**src/rtl/sticker_placer_if.sv**
```systemverilog
// ---------------------------------------------------------------------------
// sticker_placer_if
// Request/result bundle for the shelf-packing engine.
//   height_i, width_i     : sticker request (0 in either field = null request)
//   strike_o              : saturating count of rejected requests
//   index_x_o, index_y_o  : lower-left corner of the most recent placement
// Modports:
//   master : request source / placement consumer side
//   slave  : sticker_placer side
// ---------------------------------------------------------------------------
interface sticker_placer_if;
   logic [4:0] height_i;
   logic [4:0] width_i;
   logic [3:0] strike_o;
   logic [7:0] index_x_o;
   logic [7:0] index_y_o;

   modport master (
      output height_i, width_i,
      input  strike_o, index_x_o, index_y_o
   );

   modport slave (
      input  height_i, width_i,
      output strike_o, index_x_o, index_y_o
   );
endinterface

```
**src/rtl/sticker_placer.sv**
```systemverilog
// ---------------------------------------------------------------------------
// sticker_placer
// Online 2-D shelf packer for a CANVAS_W x CANVAS_H canvas. One request is
// accepted every 4 cycles; its placement appears 7 cycles after sampling and
// is held for 4 cycles.
//
// Ports:
//   clk_i  : clock, rising edge
//   rst_i  : synchronous reset, active low
//   bus    : sticker_placer_if.slave (height_i, width_i in;
//            strike_o, index_x_o, index_y_o out)
//
// Build option:
//   BEST_FIT_SHELF_EN - when defined, an existing shelf is chosen by the
//   smallest height slack (ties to lowest index); otherwise first fit.
//
// Schedule (phase = cycles since reset release, mod 4):
//   phase 1 edge : request sampled into req_*_reg
//   phase 2 edge : placement decided, shelf state updated, result -> dec_*
//   phase 0 edge : pend_* -> outputs, dec_* -> pend_*
// The extra pend stage makes request n surface at cycle 4n+8.
// ---------------------------------------------------------------------------
module sticker_placer #(
   parameter int CANVAS_W    = 128,
   parameter int CANVAS_H    = 128,
   parameter int MAX_SHELVES = 16,
   parameter int MAX_DIM     = 16
) (
   input  logic              clk_i,
   input  logic              rst_i,
   sticker_placer_if.slave   bus
);

   localparam int IDX_W = $clog2(MAX_SHELVES);
   localparam int CNT_W = $clog2(MAX_SHELVES + 1);

   typedef enum logic [1:0] {PH_0 = 2'd0, PH_1 = 2'd1, PH_2 = 2'd2, PH_3 = 2'd3} phase_t;
   typedef enum logic [1:0] {RES_HOLD = 2'd0, RES_PLACE = 2'd1, RES_STRIKE = 2'd2} res_t;

   phase_t           phase_reg;
   logic [4:0]       req_h_reg;
   logic [4:0]       req_w_reg;

   logic [7:0]       shelf_base_reg   [MAX_SHELVES];
   logic [7:0]       shelf_height_reg [MAX_SHELVES];
   logic [7:0]       shelf_fill_reg   [MAX_SHELVES];
   logic [CNT_W-1:0] shelf_cnt_reg;
   logic [7:0]       top_reg;

   res_t             dec_kind_reg;
   logic [7:0]       dec_x_reg;
   logic [7:0]       dec_y_reg;
   res_t             pend_kind_reg;
   logic [7:0]       pend_x_reg;
   logic [7:0]       pend_y_reg;

   logic [3:0]       strike_reg;
   logic [7:0]       x_reg;
   logic [7:0]       y_reg;

   // ------------------------------------------------------------------
   // Per-shelf candidate test (9-bit sums so x+w cannot wrap)
   // ------------------------------------------------------------------
   logic [MAX_SHELVES-1:0] cand;
   logic [8:0]             fill_sum [MAX_SHELVES];

   generate
      for (genvar gi = 0; gi < MAX_SHELVES; gi++) begin : g_cand
         assign fill_sum[gi] = {1'b0, shelf_fill_reg[gi]} + {4'd0, req_w_reg};
         assign cand[gi]     = (CNT_W'(gi) < shelf_cnt_reg)
                            && (shelf_height_reg[gi] >= {3'd0, req_h_reg})
                            && (fill_sum[gi] <= 9'(CANVAS_W));
      end
   endgenerate

   logic             sel_found;
   logic [IDX_W-1:0] sel_idx;

`ifdef BEST_FIT_SHELF_EN
   logic [7:0] slack [MAX_SHELVES];
   logic [7:0] best_slack;

   generate
      for (genvar gi = 0; gi < MAX_SHELVES; gi++) begin : g_slack
         assign slack[gi] = shelf_height_reg[gi] - {3'd0, req_h_reg};
      end
   endgenerate

   // Strict less-than keeps the lowest index on ties.
   always_comb begin
      sel_found  = 1'b0;
      sel_idx    = '0;
      best_slack = '1;
      for (int k = 0; k < MAX_SHELVES; k++) begin
         if (cand[k] && (!sel_found || (slack[k] < best_slack))) begin
            sel_found  = 1'b1;
            sel_idx    = IDX_W'(k);
            best_slack = slack[k];
         end
      end
   end
`else
   // Scan downward so the lowest-index candidate wins.
   always_comb begin
      sel_found = 1'b0;
      sel_idx   = '0;
      for (int k = MAX_SHELVES - 1; k >= 0; k--) begin
         if (cand[k]) begin
            sel_found = 1'b1;
            sel_idx   = IDX_W'(k);
         end
      end
   end
`endif

   // ------------------------------------------------------------------
   // Placement decision for the sampled request
   // ------------------------------------------------------------------
   logic       is_null;
   logic       is_illegal;
   logic [8:0] top_sum;
   logic       new_ok;
   res_t       nxt_kind;
   logic [7:0] nxt_x;
   logic [7:0] nxt_y;
   logic       do_fill;
   logic       do_open;

   assign is_null    = (req_h_reg == 5'd0) || (req_w_reg == 5'd0);
   assign is_illegal = (req_h_reg > 5'(MAX_DIM)) || (req_w_reg > 5'(MAX_DIM));
   assign top_sum    = {1'b0, top_reg} + {4'd0, req_h_reg};
   assign new_ok     = (top_sum <= 9'(CANVAS_H)) && (shelf_cnt_reg < CNT_W'(MAX_SHELVES));

   always_comb begin
      nxt_kind = RES_HOLD;
      nxt_x    = '0;
      nxt_y    = '0;
      do_fill  = 1'b0;
      do_open  = 1'b0;
      if (is_null) begin
         nxt_kind = RES_HOLD;
      end else if (is_illegal) begin
         nxt_kind = RES_STRIKE;
      end else if (sel_found) begin
         nxt_kind = RES_PLACE;
         nxt_x    = shelf_fill_reg[sel_idx];
         nxt_y    = shelf_base_reg[sel_idx];
         do_fill  = 1'b1;
      end else if (new_ok) begin
         nxt_kind = RES_PLACE;
         nxt_x    = '0;
         nxt_y    = top_reg;
         do_open  = 1'b1;
      end else begin
         nxt_kind = RES_STRIKE;
      end
   end

   // ------------------------------------------------------------------
   // Shelf storage; validity is tracked by shelf_cnt_reg, so the arrays
   // themselves need no reset.
   // ------------------------------------------------------------------
   always_ff @(posedge clk_i) begin
      if (rst_i && (phase_reg == PH_2)) begin
         if (do_fill) begin
            shelf_fill_reg[sel_idx] <= fill_sum[sel_idx][7:0];
         end
         if (do_open) begin
            shelf_base_reg[shelf_cnt_reg[IDX_W-1:0]]   <= top_reg;
            shelf_height_reg[shelf_cnt_reg[IDX_W-1:0]] <= {3'd0, req_h_reg};
            shelf_fill_reg[shelf_cnt_reg[IDX_W-1:0]]   <= {3'd0, req_w_reg};
         end
      end
   end

   // ------------------------------------------------------------------
   // Phase sequencer, control state and registered outputs
   // ------------------------------------------------------------------
   always_ff @(posedge clk_i) begin
      if (!rst_i) begin
         phase_reg     <= PH_0;
         req_h_reg     <= '0;
         req_w_reg     <= '0;
         shelf_cnt_reg <= '0;
         top_reg       <= '0;
         dec_kind_reg  <= RES_HOLD;
         dec_x_reg     <= '0;
         dec_y_reg     <= '0;
         pend_kind_reg <= RES_HOLD;
         pend_x_reg    <= '0;
         pend_y_reg    <= '0;
         strike_reg    <= '0;
         x_reg         <= '0;
         y_reg         <= '0;
      end else begin
         case (phase_reg)
            PH_0: begin
               phase_reg     <= PH_1;
               pend_kind_reg <= dec_kind_reg;
               pend_x_reg    <= dec_x_reg;
               pend_y_reg    <= dec_y_reg;
               case (pend_kind_reg)
                  RES_PLACE: begin
                     x_reg <= pend_x_reg;
                     y_reg <= pend_y_reg;
                  end
                  RES_STRIKE: begin
                     x_reg <= 8'(CANVAS_W);
                     y_reg <= 8'(CANVAS_H);
                     if (strike_reg != 4'hF) begin
                        strike_reg <= strike_reg + 4'd1;
                     end
                  end
                  default: ;
               endcase
            end
            PH_1: begin
               phase_reg <= PH_2;
               req_h_reg <= bus.height_i;
               req_w_reg <= bus.width_i;
            end
            PH_2: begin
               phase_reg    <= PH_3;
               dec_kind_reg <= nxt_kind;
               dec_x_reg    <= nxt_x;
               dec_y_reg    <= nxt_y;
               if (do_open) begin
                  shelf_cnt_reg <= shelf_cnt_reg + CNT_W'(1);
                  top_reg       <= top_sum[7:0];
               end
            end
            default: begin
               phase_reg <= PH_0;
            end
         endcase
      end
   end

   assign bus.strike_o  = strike_reg;
   assign bus.index_x_o = x_reg;
   assign bus.index_y_o = y_reg;

endmodule

```
**src/flat_wrapper.sv**
```systemverilog
// flat-port wrapper written by rule: the top's interface ports become plain ports
module sticker_placer_flat 
#(
   parameter int CANVAS_W    = 128,
   parameter int CANVAS_H    = 128,
   parameter int MAX_SHELVES = 16,
   parameter int MAX_DIM     = 16
)
  (clk_i, rst_i, bus_height_i, bus_width_i, bus_strike_o, bus_index_x_o, bus_index_y_o);
  sticker_placer_if bus_i ();
  input  logic clk_i;
  input  logic rst_i;
  input wire logic [$bits(bus_i.height_i)-1:0] bus_height_i;
  input wire logic [$bits(bus_i.width_i)-1:0] bus_width_i;
  output wire logic [$bits(bus_i.strike_o)-1:0] bus_strike_o;
  output wire logic [$bits(bus_i.index_x_o)-1:0] bus_index_x_o;
  output wire logic [$bits(bus_i.index_y_o)-1:0] bus_index_y_o;
  assign bus_i.height_i = bus_height_i;
  assign bus_i.width_i = bus_width_i;
  assign bus_strike_o = bus_i.strike_o;
  assign bus_index_x_o = bus_i.index_x_o;
  assign bus_index_y_o = bus_i.index_y_o;
  sticker_placer #(.CANVAS_W(CANVAS_W), .CANVAS_H(CANVAS_H), .MAX_SHELVES(MAX_SHELVES), .MAX_DIM(MAX_DIM)) u_core (.clk_i(clk_i), .rst_i(rst_i), .bus(bus_i));
endmodule
```
**config.mk**
```make
export PLATFORM = sky130hd
export DESIGN_NAME = sticker_placer_flat
export DESIGN_NICKNAME = d
export VERILOG_FILES = /design/src/rtl/sticker_placer_if.sv /design/src/rtl/sticker_placer.sv /design/src/flat_wrapper.sv
export SDC_FILE = /design/constraint.sdc
export NUM_CORES = 1
export LEC_CHECK = 0
export CAP_MARGIN = 20
export CELL_PAD_IN_SITES_DETAIL_PLACEMENT = 2
export CELL_PAD_IN_SITES_GLOBAL_PLACEMENT = 2
export CORE_ASPECT_RATIO = 1.2
export CORE_MARGIN = 1
export CORE_UTILIZATION = 48
export DETAILED_ROUTE_END_ITERATION = 8
export PLACE_DENSITY_LB_ADDON = 0.1
export SLEW_MARGIN = 5
export SYNTH_ARGS = -nofsm -noshare
export SYNTH_HDL_FRONTEND = slang
export SYNTH_SLANG_ARGS = --single-unit
```
**constraint.sdc**
```tcl
create_clock -name clk_i -period 11.85 [get_ports clk_i]
set_clock_uncertainty 0.15 [all_clocks]
set_input_delay 3.555 -clock clk_i [delete_from_list [all_inputs] [get_ports clk_i]]
set_output_delay 3.555 -clock clk_i [all_outputs]
set_load 0.03 [all_outputs]
```
## Word-level counts from Yosys, hierarchy flattened

Memory sizes are Yosys's and may differ from the RTL's.
Index checks and enable logic that the tools add are counted.

| storage, ports and cells | value |
|---|---|
| memories kept | 3 |
| memory bits (writable) | 336 |
| input bits | 12 |
| register bits | 81 |
| logic and storage cells | 204 |

| cells by class | value |
|---|---|
| bitwise gates (word level) | 1 |
| order comparisons | 53 |
| add/subtract/negate cells | 19 |
| reductions and logical operators | 44 |
| equal/unequal tests | 5 |
| multiplexer cells | 65 |

Memories:

| name | words | bits a word | read ports | clocked after Yosys merged registers in | write ports | line | source |
|---|---|---|---|---|---|---|---|
| u_core.shelf_base_reg | 16 | 8 | 1 | 0 | 1 | sticker_placer.sv:44 | `logic [7:0] shelf_base_reg [MAX_SHELVES];` |
| u_core.shelf_fill_reg | 16 | 8 | 17 | 0 | 1 | sticker_placer.sv:46 | `logic [7:0] shelf_fill_reg [MAX_SHELVES];` |
| u_core.shelf_height_reg | 16 | 5 | 16 | 0 | 1 | sticker_placer.sv:45 | `logic [7:0] shelf_height_reg [MAX_SHELVES];` |

Operator list:

| kind | count |
|---|---|
| $add A8 B5 Y9 | 17 |
| $le A9 B8 Y1 const B | 17 |
| $ge A8 B5 Y1 | 16 |
| $mux W8 | 10 |
| $mux W4 | 17 |
| $lt A4 B5 Y1 const A | 8 |
| $bmux W9 S4 | 1 |
| $logic_and A1 B1 Y1 | 34 |
| $pmux W8 S2 | 2 |
| $mux W1 | 30 |
| $lt A3 B5 Y1 const A | 4 |
| $gt A5 B5 Y1 const B | 2 |
| $logic_not A5 Y1 | 2 |
| $lt A1 B5 Y1 const A | 2 |
| $lt A2 B5 Y1 const A | 2 |
| $mux W2 | 4 |
| $reduce_or A8 Y1 | 1 |
| $pmux W2 S3 | 1 |
| $add A5 B1 Y5 const B | 1 |
| $ge A5 B5 Y1 const B | 1 |
| $lt A5 B5 Y1 const B | 1 |
| $not A4 Y5 | 1 |
| $add A4 B1 Y4 const B | 1 |
| $eq A2 B1 Y1 const B | 2 |
| other kinds (7) | 10 |

## Longest topological paths before layout

An unclocked memory read counts as a cell.

| logic depth | value |
|---|---|
| depth in word-level cells | 28 |
| depth in mapped cells | 19 |
| mapped depth without buffers | 15 |

## Worst setup path before layout

No wires, ideal clock.

| timing | value |
|---|---|
| path kind | input port to flip-flop |
| start | input rst_i |
| end | memory u_core.shelf_base_reg[7][0], enable pin |
| stages on the path | 3 |
| slack | 5.978 ns |
| data required time | 11.283 ns |
| setup time | 0.417 ns |
| data arrival time | 5.305 ns |
| path through | clkbuf_1 nand2_1 nor4_1 |

| between the ends | value |
|---|---|
| cells in the longest elaborated chain, start to end | 3 |

RTL lines:

| what | line | source |
|---|---|---|
| start, declared | flat_wrapper.sv:12 | `input logic rst_i;` |
| $logic_and A1 B1 Y1 | sticker_placer.sv:164 | `if (rst_i && (phase_reg == PH_2)) begin` |
| $mux W1 | sticker_placer.sv:164 |  |
| $mux W1 (not written as such) | sticker_placer.sv:169 | `shelf_base_reg[shelf_cnt_reg[IDX_W-1:0]] <= top_reg;` |
| end, declared | sticker_placer.sv:44 |  |

No other way between the ends.

## Worst setup path in the final report

| timing | value |
|---|---|
| start | register u_core.req_w_reg[1] |
| end | memory u_core.shelf_base_reg[12][2], enable pin |

| between the ends | value |
|---|---|
| cells in the longest elaborated chain, start to end | 25 |
| elaborated cells on any way between the ends | 74 |
| those cells by class | add/sub (16); order compare (17); mux (22); reduce/logical (19) |

RTL lines:

| what | line | source |
|---|---|---|
| start, declared | sticker_placer.sv:42 | `logic [4:0] req_w_reg;` |
| start signal, assigned | sticker_placer.sv:220 | `req_w_reg <= bus.width_i;` |
| $add A8 B5 Y9 | sticker_placer.sv:69 | `assign fill_sum[gi] = {1'b0, shelf_fill_reg[gi]} + {4'd0, req_w_reg};` |
| $le A9 B8 Y1 | sticker_placer.sv:72 | `&& (fill_sum[gi] <= 9'(CANVAS_W));` |
| $logic_and A1 B1 Y1 | sticker_placer.sv:72 |  |
| $mux W1 (16 in series) | sticker_placer.sv:108 | `if (cand[k]) begin` |
| $mux W1 | sticker_placer.sv:144 | `end else if (sel_found) begin` |
| $mux W1 | sticker_placer.sv:142 | `end else if (is_illegal) begin` |
| $mux W1 (*) | sticker_placer.sv:140 | `if (is_null) begin` |
| $mux W1 (*) | sticker_placer.sv:168 | `if (do_open) begin` |
| $mux W1 (*) | sticker_placer.sv:164 |  |
| $mux W1 (not written as such) (*) | sticker_placer.sv:169 |  |

Mark *: on every way between the ends. The rest lies on a longest branch, timed or not.

==> impl_results.md <==
- H-tree depth: 2
- Number of synthesized register bits: around 420
- Final Hold Viols: 0
- Total track usage: 40.7%
- Mapped Cells: 2166
- Switching share of total power: 34.9%
- Initial antenna violation count: 1
- Vias in the first global route: 22087
- Synth unique cells: a little over 100
- Drt pass-1 iters: 8
- CTS Sinks: 417
- Mux cell area share after synthesis: between 10% and 20%
- Overall die area: 0.0525 mm^2
- Worst Path Max Fanout: 24
- Placed cell areas: 0.0258 mm^2
- Power per cell area: 159 mW/mm^2
- Fmax: 133 MHz
- Io pins: 32
- Outcome: completed
- CTS root buf: clkbuf_16
- Global-route wire length before repair: 154000 um
- Startpoint Class: register
- CTS tree: done
- Slowest-stage cell, CP: nor2_1
- Core Area: 0.0507 mm^2
- Max transition margin: 17.4%
- Ant diodes: 0
- Syn avg cell area: 11.4 um^2
- Mapped Area: approximately 0.025 mm^2
- Final TNS setup: 0 ps
- Most common cell in the synthesized netlist: edfxtp_1
- DR vias: 19987
- Share of layout cells above drive strength 1: 9.19%
- Final Routed Wirelength: 107000 um
- Clk slew on worst S/H paths: 70 ps
- Place WS: approximately 4600 ps
- Setup violations, final: 0
- CTS buffer count: 44
- Fin. max-slew vios: 0
- Final worst setup slack: 4340 ps
- WS Path Type: register to register
- Row count: 90
- Synth cell count leaders: edfxtp_1, mux2i_1, nor2_1
- CP top delay family: simple AND/OR/NAND/NOR gates
- Worst vdd ir: 0.166 mV
- Measured slew at the worst slew-check pin: 1240 ps
- Post-synth top area cell: edfxtp_1
- Clock power frac: between 30% and 40%
- Crit path DAT: roughly 7600 ps
- Worst hold path class: register to register
- Drt via density: 6.93
- GP Congestion: 1.01
- Routed Antenna Nets: 0
- Compound-Gate Fraction of Synth Area: 14.8%
- Die height: 251 um
- Top_reg_cell synth: edfxtp_1
- Critical Path, Cell by Cell: buf_4 -> ha_1 -> a211oi_1 -> nor2_1 -> xor2_1 -> a2111oi_0 -> o211ai_1 -> nand4_1 -> buf_4 -> nor4b_4 -> nand2_2 -> nor2_1 -> nand2_1 -> nor2_1 -> buf_4
- DR iter-0 viols: ~1700
- Layout fillers: 4879
- Hold-fix buffers, CTS: 0
- Critical path required time: 11980 ps
- Post-CTS setup buffers: 0
- Synth Area in XOR/XNOR: 2.55%
- Clk_lat worst skew: 580 ps
- Final Cell Area: 0.0273 mm^2
- Clk buf depth: 3
- Layout area overhead: 10.2%
- Power Total: 4.33 mW
- Buffers on Ports: 31
- Cell Int Power: ~2.8 mW
- Comb power frac: between 20% and 30%
- Top cells by area, synth: edfxtp_1, ha_1, mux2i_1
- Top cell type's share of synthesized area: 40.7%
- Reg power frac: 38.8%
- Async set-reset flop share out of synthesis: 0%
- Total congestion overflow: 0
- Leak: 9.80 nW
- EDFF count, synth: 336
- Drc violations: 0
- Pin count of the biggest net entering global routing: 64
- Nets: between 2000 and 2500
- Die width: 209 um
- Post_cts resized: 0
- Adder-cell area share of the yosys netlist: roughly 10%
- Post-Synth Simple-Gate Area: 11.9%
- Util after Layout: 53.9%
- Placed wire-length estimate: 75300 um
- Fin crit period: 7510 ps
- Critical Path End Type: register
- Maximum Capacitance Violations: 0
- WL per Instance: 37.1 um
- Initial Util: 48.9%
- RSZ-0062 raised after global routing: false
- Syn_nets: 2370
- Sw power: 1.51 mW
- Fin crit share: 63.4%
- Post-synthesis sequential area ratio: 47.3%
- Largest family of logic cells by synthesized area: compound AO/OA/AOI/OAI gates
- Synth warnings: 0
- Critical path's largest stage delay: around 900 ps
- Critical path buffer and inverter count: 3
stage by stage:
| step | hold WS, ps | cells |
|---|---|---|
| 6_report | 307 | 2885 |
| 5_1_grt | 342 | 2885 |
| 4_1_cts | 313 | 2875 |
| 3_5_place_dp | 299 | 2794 |
| 3_3_place_gp | 291 | 2790 |
| 2_1_floorplan | 276 | 2166 |
cells by family (layout without fill, tap and decap cells):
family                   Yosys count  after routing
buffers and inverters            176            251
AO/OA/AOI/OAI                    512            512
multiplexers                     235            235
XOR/XNOR                          72             72
flip-flops                       417            417
adder cells (fa/ha/maj)          192            192
AND/OR/NAND/NOR                  562            562
power by group through the flow:
stage	Sequential [mW]	Combinational (mW)	Clock (mW)
after floorplan	1.73	0.709	0
final	1.68	1.28	1.37
after global placement	1.71	1.13	0
after CTS	1.68	1.25	1.37
after detailed placement	1.71	1.22	0
after global routing	1.68	1.34	1.41
layout make-up:
class	instances	area [um^2]	share of cell area, %
timing repair buffer	90	771	2.82
tap	644	806	2.95
inverter	80	300	1.10
multi-input combinational	1573	12400	45.3
sequential	417	11700	42.9
clock buffer	64	1230	4.50
clock inverter	17	128	0.468
tightest hold or removal path, cell delays in order, from the launching register on:
cell and delay, ps:
dfxtp_1 310, nand2_1 50, a21oi_1 50
cell usage in the layout (no fill, tap or decap), types with 11 or more instances in the layout:
master / Yosys / layout
a211oi_1: 46 / 46
a21o_1: 17 / 17
a21oi_1: 96 / 96
a31oi_1: 16 / 16
and2_1: 13 / 13
buf_4: 15 / 50
clkbuf_1: 54 / 16
clkbuf_16: 0 / 45
clkdlybuf4s50_1: 0 / 31
dfxtp_1: 81 / 81
edfxtp_1: 336 / 336
fa_1: 17 / 17
ha_1: 175 / 175
inv_1: 79 / 79
mux2_2: 22 / 22
mux2i_1: 197 / 197
nand2_1: 106 / 106
nand2b_1: 21 / 21
nand3_1: 42 / 42
nand3b_1: 14 / 14
nand4b_1: 13 / 13
nor2_1: 178 / 175
nor2b_1: 39 / 39
nor3_1: 36 / 32
nor3b_1: 23 / 23
o2111a_1: 20 / 20
o2111ai_1: 20 / 20
o211ai_1: 31 / 31
o21a_1: 14 / 14
o21ai_0: 72 / 70
o21ai_1: 12 / 13
o221ai_1: 11 / 11
o22ai_1: 45 / 45
o31ai_1: 13 / 13
xnor2_1: 32 / 32
xor2_1: 40 / 40
layer usage:
metal / routed length (um) / vias to the layer above / GRT usage (%)
met5: 14 / - / 0
met3: 6010 / 400 / 6.18
met2: 53800 / 918 / 72.2
met1: 37300 / 10254 / 42.7
li1: - / 8413 / -
met4: 9980 / 2 / 33.2
final timing paths:
kind | startpoint | slack, ps | to | cells past startpoint
min reg2reg | u_core.bus.index_x_o[1] | 310 | u_core.bus.index_x_o[1] | 2
max | u_core.req_w_reg[1] | 4340 | u_core.shelf_base_reg[12][2] | 15
min | u_core.bus.index_x_o[1] | 310 | u_core.bus.index_x_o[1] | 2
max reg2reg | u_core.req_w_reg[1] | 4340 | u_core.shelf_base_reg[12][2] | 15
No activity file was read; power rests on OpenSTA's default activity.
